**src/rtl/reg_univ.sv**
```systemverilog
// Universal WIDTH-bit register: parallel load, shift, rotate and up/down count, with serial I/O and wrap flags.
// Optional REG_UNIV_PARITY_EN adds a registered even-parity output spar.
module reg_univ #(
    parameter int               WIDTH   = 7,
    parameter logic [WIDTH-1:0] RST_VAL = '0
) (
    input  logic             eck,
    input  logic             era,
    input  logic             ers,
    input  logic             es,
    input  logic             eena,
    input  logic [2:0]       emode,
    input  logic [WIDTH-1:0] ed,
    input  logic             esin,
    output logic [WIDTH-1:0] sq,
    output logic             sserial,
    output logic             stc,
    output logic             swrap
`ifdef REG_UNIV_PARITY_EN
    ,
    output logic             spar
`endif
);

    typedef enum logic [2:0] {
        M_HOLD = 3'b000,
        M_LOAD = 3'b001,
        M_SHL  = 3'b010,
        M_SHR  = 3'b011,
        M_ROL  = 3'b100,
        M_ROR  = 3'b101,
        M_UP   = 3'b110,
        M_DN   = 3'b111
    } mode_t;

    mode_t            mode;
    logic [WIDTH-1:0] q_nxt;
    logic             wrap_nxt;
    logic             all_ones;
    logic             all_zero;

    assign mode     = mode_t'(emode);
    assign all_ones = &sq;
    assign all_zero = ~|sq;

    // Sync reset beats set, and both act regardless of the enable.
    always_comb begin
        q_nxt    = sq;
        wrap_nxt = swrap;
        if (ers) begin
            q_nxt    = RST_VAL;
            wrap_nxt = 1'b0;
        end else if (es) begin
            q_nxt = '1;
        end else if (eena) begin
            case (mode)
                M_LOAD: begin
                    q_nxt    = ed;
                    wrap_nxt = 1'b0;
                end
                M_SHL: q_nxt = {sq[WIDTH-2:0], esin};
                M_SHR: q_nxt = {esin, sq[WIDTH-1:1]};
                M_ROL: q_nxt = {sq[WIDTH-2:0], sq[WIDTH-1]};
                M_ROR: q_nxt = {sq[0], sq[WIDTH-1:1]};
                M_UP: begin
                    q_nxt = sq + WIDTH'(1);
                    if (all_ones) wrap_nxt = 1'b1;
                end
                M_DN: begin
                    q_nxt = sq - WIDTH'(1);
                    if (all_zero) wrap_nxt = 1'b1;
                end
                default: ;
            endcase
        end
    end

    always_ff @(posedge eck or posedge era) begin
        if (era) begin
            sq    <= RST_VAL;
            swrap <= 1'b0;
        end else begin
            sq    <= q_nxt;
            swrap <= wrap_nxt;
        end
    end

    // Serial-out and terminal count look at the selected mode only, not at eena.
    always_comb begin
        sserial = 1'b0;
        stc     = 1'b0;
        case (mode)
            M_SHL, M_ROL: sserial = sq[WIDTH-1];
            M_SHR, M_ROR: sserial = sq[0];
            M_UP:         stc     = all_ones;
            M_DN:         stc     = all_zero;
            default: ;
        endcase
    end

`ifdef REG_UNIV_PARITY_EN
    // Parity is taken from the next value so it tracks sq on the same edge.
    always_ff @(posedge eck or posedge era) begin
        if (era) spar <= ^RST_VAL;
        else     spar <= ^q_nxt;
    end
`endif

endmodule
```
**config.mk**
```make
export PLATFORM = sky130hd
export DESIGN_NAME = reg_univ
export DESIGN_NICKNAME = d
export VERILOG_FILES = /design/src/rtl/reg_univ.sv
export SDC_FILE = /design/constraint.sdc
export NUM_CORES = 1
export LEC_CHECK = 0
export ABC_AREA = 1
export BUFFER_PORTS_ARGS = -buffer_cell sky130_fd_sc_hd__buf_2
export CORE_AREA = 2 2 49 51
export CTS_CLUSTER_DIAMETER = 150
export DETAILED_ROUTE_END_ITERATION = 16
export DIE_AREA = 0 0 51 53
export PLACE_DENSITY = 0.76
export SKIP_CTS_REPAIR_TIMING = 1
export SYNTH_ARGS = -nofsm -noshare
export SYNTH_HDL_FRONTEND = slang
export SYNTH_SLANG_ARGS = --single-unit
```
**constraint.sdc**
```tcl
create_clock -name eck -period 2.45 [get_ports eck]
set_input_delay 0.735 -clock eck [delete_from_list [all_inputs] [get_ports eck]]
set_output_delay 0.735 -clock eck [all_outputs]
set_load 0.1 [all_outputs]
```
## Word level (Yosys, flattened, before mapping)

Cells that the tools add are included.

| word-level totals | value |
|---|---|
| output and inout port bits | 10 |
| register bits | 8 |
| input port bits | 16 |

| cells by class | value |
|---|---|
| mux-type cells | 12 |
| add/subtract/negate cells | 2 |
| reductions and logical operators | 11 |
| equal/unequal tests | 10 |

Operators with widths:

| operator | number |
|---|---|
| one-hot mux 7 bit (7 select lines) | 1 |
| 2-to-1 mux 7 bit | 3 |
| == test 3 bit (second input constant) | 4 |
| nonzero test 9 bit | 1 |
| adder 7 x 1 -> 7 bit (second input constant) | 1 |
| AND reduction 7 bit | 1 |
| OR reduction 7 bit | 1 |
| subtractor 7 x 1 -> 7 bit (second input constant) | 1 |
| == test 3 x 2 -> 1 bit (second input constant) | 2 |
| inequality test 3 bit (second input constant) | 2 |
| 2-to-1 mux 1 bit | 5 |
| AND reduction 5 bit | 1 |
| one-hot mux 1 bit (2 select lines) | 2 |
| nonzero test 4 bit | 1 |
| OR reduction 2 bit | 2 |
| == test 3 x 1 -> 1 bit (second input constant) | 1 |
| one-hot mux 1 bit (3 select lines) | 1 |
| nonzero test 3 bit | 1 |
| inequality test 2 bit (second input constant) | 1 |
| AND reduction 2 bit | 1 |
| nonzero test 2 bit | 1 |
| zero test 1 bit | 1 |

## Logic depth before layout (Yosys ltp)

Gate-level depths: netlist (run 1).

| logic depth | value |
|---|---|
| word-level depth | 6 |
| depth in mapped cells | 16 |
| mapped depth without buffers | 15 |

## Worst setup path after synthesis (run 1)

No wires, ideal clock.

| timing | value |
|---|---|
| path kind | register to output |
| from | reg sq[4] |
| to | out stc |
| path slack | -1.436 ns |
| stages on the path, launching flop included | 5 |
| data arrival time | 3.151 ns |
| data required time | 1.715 ns |
| cell sequence | dfrtp_1 -> inv_1 -> nor4_1 -> nand4_1 -> o22ai_1 |

| between the ends | value |
|---|---|
| longest elaborated chain between the ends | 3 |
| elaborated cells between the ends (all ways) | 4 |

RTL lines:

| what | line | text |
|---|---|---|
| from (decl) | 15 | `output logic [WIDTH-1:0] sq,` |
| from (signal assigned) | 83 | `sq <= q_nxt;` |
| OR reduction 7 bit | 44 | `assign all_zero = ~\|sq;` |
| zero test 1 bit | 44 |  |
| one-hot mux 1 bit (2 select lines) (*) | 92 | `case (mode)` |
| to (decl) | 17 | `output logic stc,` |

Every way passes the cells marked *; elsewhere a longest branch is shown, timed or not.

## Final worst setup path (run 1)

| timing | value |
|---|---|
| from | reg sq[2] |
| to | out stc |

The elaborated chain is that of the path after synthesis.

==> results.py, run 1 <==
metrics = {
    "cells_and_area": {
        "register_area_um2": 219.0,
        "syn_to_final_growth_pct": 38.27,
        "fillerInstances": 193,
        "cell_count_final_fillers_out": 228,
        "num_antenna_cells": 0,
        "num-nets-final": 218,
        "mostFrequentLayoutCell": "nand2_1",
        "post_route_cells_drive_above_1_share": 0.3750,
        "multi_input_comb_area_um2": 743.2,
        "most-common-layout-cells": "nand2_1, inv_1, buf_2",
    },
    "synthesis": {
        "largest_cells_by_area_after_synthesis": "dfrtp_1, nand2_1, inv_1, nand3_1, nand4_1",
        "synth_async_sr_flop_share": 1.000,
        "seq_area_frac_synth": 0.1975,
        "synth_top_cell_area_share": 0.1975,
        "synth.lib_cells_used.distinct": 33,
        "synth_largest_area_cell": "dfrtp_1",
        "number_of_flops_mapped_to_enable_cells_by_yosys": 0,
        "ys.warnings.count": 0,
        "synth_area_um2": 1013,
        "synthesis.area_per_instance_um2": 6.295,
        "post_synth_inst_count": 161,
        "ys.flop_type": "dfrtp_1",
        "synth_nets": 178,
        "synth-seq-cells": 8,
    },
    "timing": {
        "achievable-frequency_ghz": 0.4122,
        "portion_of_the_clock_cycle_consumed_by_the_worst_path_in_the_final_layout": 0.9902,
        "worst_slew_margin_relative_to_its_limit": 0.6790,
        "grt_setup_unrepaired": "yes",
        "count_of_final_hold_check_violations": 0,
        "tightest_slew_ns": 0.4848,
        "final.setup_skew_ns": 0.007744,
        "setup_total_negative_slack_ns": 0,
        "setup_viol": 0,
        "finalCriticalPeriod_ns": 2.426,
        "timing_max_transition_violations_final": 0,
    },
    "worst_setup_path": {
        "slowest_stage_cell_on_the_critical_path": "dfrtp_4",
        "worst_setup_path_start_kind": "flip-flop",
        "worst_path_largest_cell_delay_ns": 0.50,
        "end_kind": "output pin",
        "worst_r2r_startpoint": "sq[1]",
        "worst_setup_path_startpoint": "sq[2]",
        "required_ns": 1.71,
        "critical_path.cell_chain": "inv_4, nand2_2, nor3_4, nand4_1, o22ai_4, buf_12",
        "cp_data_arrival_time_ns": 1.69,
        "worst-path-max-fanout": 4,
        "crit_buf_inv": 2,
        "cp_top_family": "flip-flops",
        "setup.worst_path.class": "reg2out",
    },
    "clock_tree": {
        "clock_sink_count": 8,
        "tritoncts": "yes",
        "root_buffer": "clkbuf_4",
        "cts-htree-levels": 1,
        "insertion_delay_ns": 0.24,
        "clkSlewWorstSetupHoldPaths_ns": 0.05,
        "numCtsBuffers": 3,
        "clock_tree.buffer_depth": 2,
    },
    "die": {
        "die_x_um": 51,
        "num_ports": 26,
        "fp.coreArea_um2": 2148,
        "start_util": 0.4718,
        "standard_cell_rows": 17,
        "floorplan.die.height_um": 53,
        "die-area_um2": 2703,
    },
    "route": {
        "routed_wire_length_per_instance_um": 13.18,
        "drt_iter0_drc": 51,
        "drt_via_density": 5.408,
        "dr.pass1.iters": 4,
        "drcViolationCount": 0,
        "totalWireLength_mm": 3.004,
        "via_count": 1233,
        "final_antenna_net_count": 0,
    },
    "grt": {
        "maximum_number_of_pins_on_one_net_before_global_route_repair": 9,
        "global_route_wire_length_before_repair_mm": 5.071,
        "groute.usage.overall": 0.2486,
        "overflow": 0,
        "first_global_vias": 1150,
        "grt_antenna_before_repair": 0,
    },
    "place": {
        "placedCellCount": 218,
        "dp.final_hpwl_mm": 2.388,
        "globalplace.congestion": 0.8939,
        "io_buffer_count": 25,
    },
    "pwr": {
        "power.density_nw_per_um2": 459.8,
        "ir_drop_v": 0.0004300,
        "total_leakage_power_nw": 0.7118,
    },
    "hold_path": {
        "hold_path.class": "in2async",
    },
    "job": {
        "timing.max_cap.violations": 0,
    },
    "run_status": {
        "run_status": "finished clean",
    },
}
## cell usage after synthesis, drive strengths merged, types with 2 or more instances
library cell	number
nand3	18
nor3	2
a21oi	8
o21ai	8
o22ai	6
nor2	8
dfrtp	8
nand2	54
inv	29
nand4	7
buf	3
## cell type report
| type | count | area share |
|---|---|---|
| inverter | 29 | 0.08661 |
| multi-input combinational | 121 | 0.5304 |
| tap | 28 | 0.02500 |
| timing repair buffer | 38 | 0.1830 |
| sequential | 8 | 0.1563 |
| clock buffer | 4 | 0.01875 |
## through the flow
step	cell area [µm²]	hold WS, ns	worst slack, ns	util	power (mW)
3_3_place_gp	1292	0.5034	0.08268	0.6016	0.5031
3_5_place_dp	1292	0.5061	0.05176	0.6016	0.5097
5_1_grt	1401	0.4452	-0.07346	0.6523	0.6861
2_1_floorplan	1089	0.5505	-0.09960	-	0.4339
6_report	1401	0.4142	0.02394	0.6523	0.6444
4_1_cts	1319	0.4173	-0.1206	0.6139	0.6129
## layer usage
| metal | vias up | part of all wire | GRT usage |
|---|---|---|---|
| met4 | 0 | 0 | 0.09009 |
| li1 | 615 | - | - |
| met2 | 41 | 0.50 | 0.4177 |
| met5 | - | 0 | 0 |
| met1 | 577 | 0.44 | 0.3316 |
| met3 | 0 | 0.050 | 0.02260 |
## path summary, 6_finish.rpt
check                             end  slack (ns)  depth (start not counted)
worst min-delay path            sq[4]        0.41                          2
worst min register to register  swrap        0.52                          2
worst max register to register  sq[6]        0.57                         15
max in group asynchronous       sq[2]        1.78                          2
min in group eck                swrap        0.52                          2
worst max-delay path              stc        0.02                          6
## worst reg2reg max path, cell delays in order (launching register included)
cell and delay (ns):
dfrtp_4 0.50, inv_1 0.23, nand2_1 0.09, nand2_1 0.07, inv_1 0.04, ha_1 0.16, inv_1 0.06, nand2_1 0.08
nand2_1 0.09, nor2_1 0.04, nand2_1 0.05, nand3_1 0.06, nand3_1 0.10, nand3_1 0.08, nand2_1 0.06, nand2_1 0.05
## state kept, by name (all words and copies together) (netlist names)
register and cells:
swrap 1, sq 7
## cell families after synthesis
group,Yosys count,synth area share
simple gates,92,0.4815
fa+ha+maj,1,0.01234
xor+xnor,1,0.008644
compound gates,27,0.1605
buf+inv,32,0.1395
flops,8,0.1975
## report_power, final
| part | total, mW | leakage, nW | internal, mW | switching (mW) |
|---|---|---|---|---|
| Combinational | 0.367 | 0.604 | 0.108 | 0.260 |
| Clock | 0.101 | 0.0150 | 0.0619 | 0.0392 |
| Sequential | 0.176 | 0.0926 | 0.151 | 0.0246 |
(Power assumes the default switching activity.)
==> inputs of run 2 (changes only) <==
- CAP_MARGIN: unset -> 5
- CORE_AREA: 2 2 49 51 -> 2 2 50 52
- DIE_AREA: 0 0 51 53 -> 0 0 52 54
- clock period: 2.45 -> 2.1 ns (I/O delays scaled with it)
==> results.py, run 2 (synthesized netlist as in run 1, its figures left out) <==
metrics = {
    "timing": {
        "finalCriticalPeriod_ns": 2.317,
        "final.hold.worst_slack_ns": 0.3125,
        "timing_max_transition_violations_final": 0,
        "worst_slew_margin_relative_to_its_limit": 0.6770,
        "setup_total_negative_slack_ns": -0.2172,
        "setup_viol": 1,
        "grt_setup_unrepaired": "yes",
        "setup_slack_ns": -0.2172,
        "portion_of_the_clock_cycle_consumed_by_the_worst_path_in_the_final_layout": 1.103,
        "tightest_slew_ns": 0.4878,
        "count_of_final_hold_check_violations": 0,
        "final.setup_skew_ns": 0.006050,
        "achievable-frequency_ghz": 0.4315,
    },
    "cells_and_area": {
        "fillerInstances": 211,
        "finalCoreUtilization": 0.6354,
        "post_route_cells_drive_above_1_share": 0.4029,
        "num-nets-final": 224,
        "num_antenna_cells": 0,
        "largest_reg_flops": 7,
        "register_area_um2": 221.5,
        "most-common-layout-cells": "nand2_1, inv_1, buf_2",
        "multi_input_comb_area_um2": 739.5,
        "stdcell_area_um2": 1474,
        "registers.top_by_ff_count": "sq",
        "syn_to_final_growth_pct": 45.43,
        "mostFrequentLayoutCell": "nand2_1",
        "top_regs": "sq x7, swrap x1",
    },
    "worst_setup_path": {
        "worst_setup_path_start_kind": "flip-flop",
        "worst_r2r_startpoint": "sq[1]",
        "required_ns": 1.47,
        "crit_buf_inv": 2,
        "slowest_stage_cell_on_the_critical_path": "dfrtp_4",
        "worst-path-max-fanout": 3,
        "worst_path_largest_cell_delay_ns": 0.48,
        "setup.worst_path.class": "reg2out",
        "critical_path.cell_chain": "inv_4, nand2_4, nor3_4, nand4_1, o22ai_4, buf_12",
        "worst-r2r-cell-count": 15,
        "cp_data_arrival_time_ns": 1.69,
        "cp_top_family": "flip-flops",
        "rr_endpoint": "sq[6]",
        "r2r_slack_ns": 0.35,
        "end_kind": "output pin",
    },
    "hold_path": {
        "hold_path.class": "in2async",
    },
    "route": {
        "routed_wire_length_per_instance_um": 13.01,
        "totalWireLength_mm": 3.070,
        "drt_via_density": 5.280,
        "drt_iter0_drc": 24,
        "route.met2.wl_mm": 1.646,
        "final_antenna_net_count": 0,
        "topRoutingLayerUsed": "met4",
        "dr.pass1.iters": 4,
        "via_count": 1246,
        "wirelength_met1_mm": 1.226,
        "dr_wl_met3_um": 140,
        "drcViolationCount": 0,
    },
    "die": {
        "die_x_um": 52,
        "die-area_um2": 2808,
        "fp.coreArea_um2": 2320,
        "standard_cell_rows": 18,
        "floorplan.die.height_um": 54,
        "start_util": 0.4369,
        "num_ports": 26,
    },
    "clock_tree": {
        "cts-htree-levels": 1,
        "tritoncts": "yes",
        "clkSlewWorstSetupHoldPaths_ns": 0.05,
        "numCtsBuffers": 3,
        "clock_sink_count": 8,
        "root_buffer": "clkbuf_4",
        "insertion_delay_ns": 0.25,
        "clock_tree.buffer_depth": 2,
    },
    "run_status": {
        "failed_checks": "setup timing",
        "run_status": "complete, but fails checks",
    },
    "place": {
        "place_area_um2": 1375,
        "dp.final_hpwl_mm": 2.558,
        "globalplace.congestion": 0.9092,
        "io_buffer_count": 25,
    },
    "grt": {
        "grt_antenna_before_repair": 0,
        "maximum_number_of_pins_on_one_net_before_global_route_repair": 9,
        "first_global_vias": 1113,
        "overflow": 0,
        "global_route_wire_length_before_repair_mm": 5.016,
        "groute.usage.overall": 0.2413,
    },
    "pwr": {
        "total_leakage_power_nw": 0.7450,
        "ir_drop_v": 0.0003925,
        "power.density_nw_per_um2": 523.0,
        "finalPower_uw": 770.9,
    },
    "job": {
        "timing.max_cap.violations": 0,
    },
}
[run 2: changes by cell type in the layout (fill, tap and decap cells not counted), sizes merged]
cell and change:
buf +6
[run 2: how the worst max path moves through the flow]
stage,from,to,cells past startpoint
final,sq[2],stc,6
after global routing,sq[5],stc,5
after CTS,sq[2],stc,6
after detailed placement,emode[2],sq[6],16
after global placement,emode[2],sq[6],16
after floorplan,sq[2],stc,5
[run 2: power by group]
part / switching [mW] / internal [mW] / leakage (nW)
Combinational: 0.305 / 0.140 / 0.637
Sequential: 0.0264 / 0.177 / 0.0925
Clock: 0.0500 / 0.0725 / 0.0150
[run 2: area by class of cell]
| class | instances | share of cell area |
|---|---|---|
| clock buffer | 4 | 0.01783 |
| inverter | 29 | 0.08234 |
| multi-input combinational | 121 | 0.5017 |
| sequential | 8 | 0.1503 |
| tap | 30 | 0.02547 |
| timing repair buffer | 44 | 0.2224 |
[run 2: routing by layer]
| metal | track usage | up-vias |
|---|---|---|
| met5 | 0 | - |
| met2 | 0.4620 | 40 |
| li1 | - | 629 |
| met3 | 0.01944 | 8 |
| met4 | 0.07895 | 0 |
| met1 | 0.2816 | 569 |
[run 2: through the flow]
step	cells	setup WS (ns)
2_1_floorplan	161	-0.2584
3_3_place_gp	229	-0.07549
3_5_place_dp	229	-0.1464
4_1_cts	233	-0.2791
5_1_grt	236	-0.2983
6_report	236	-0.2172
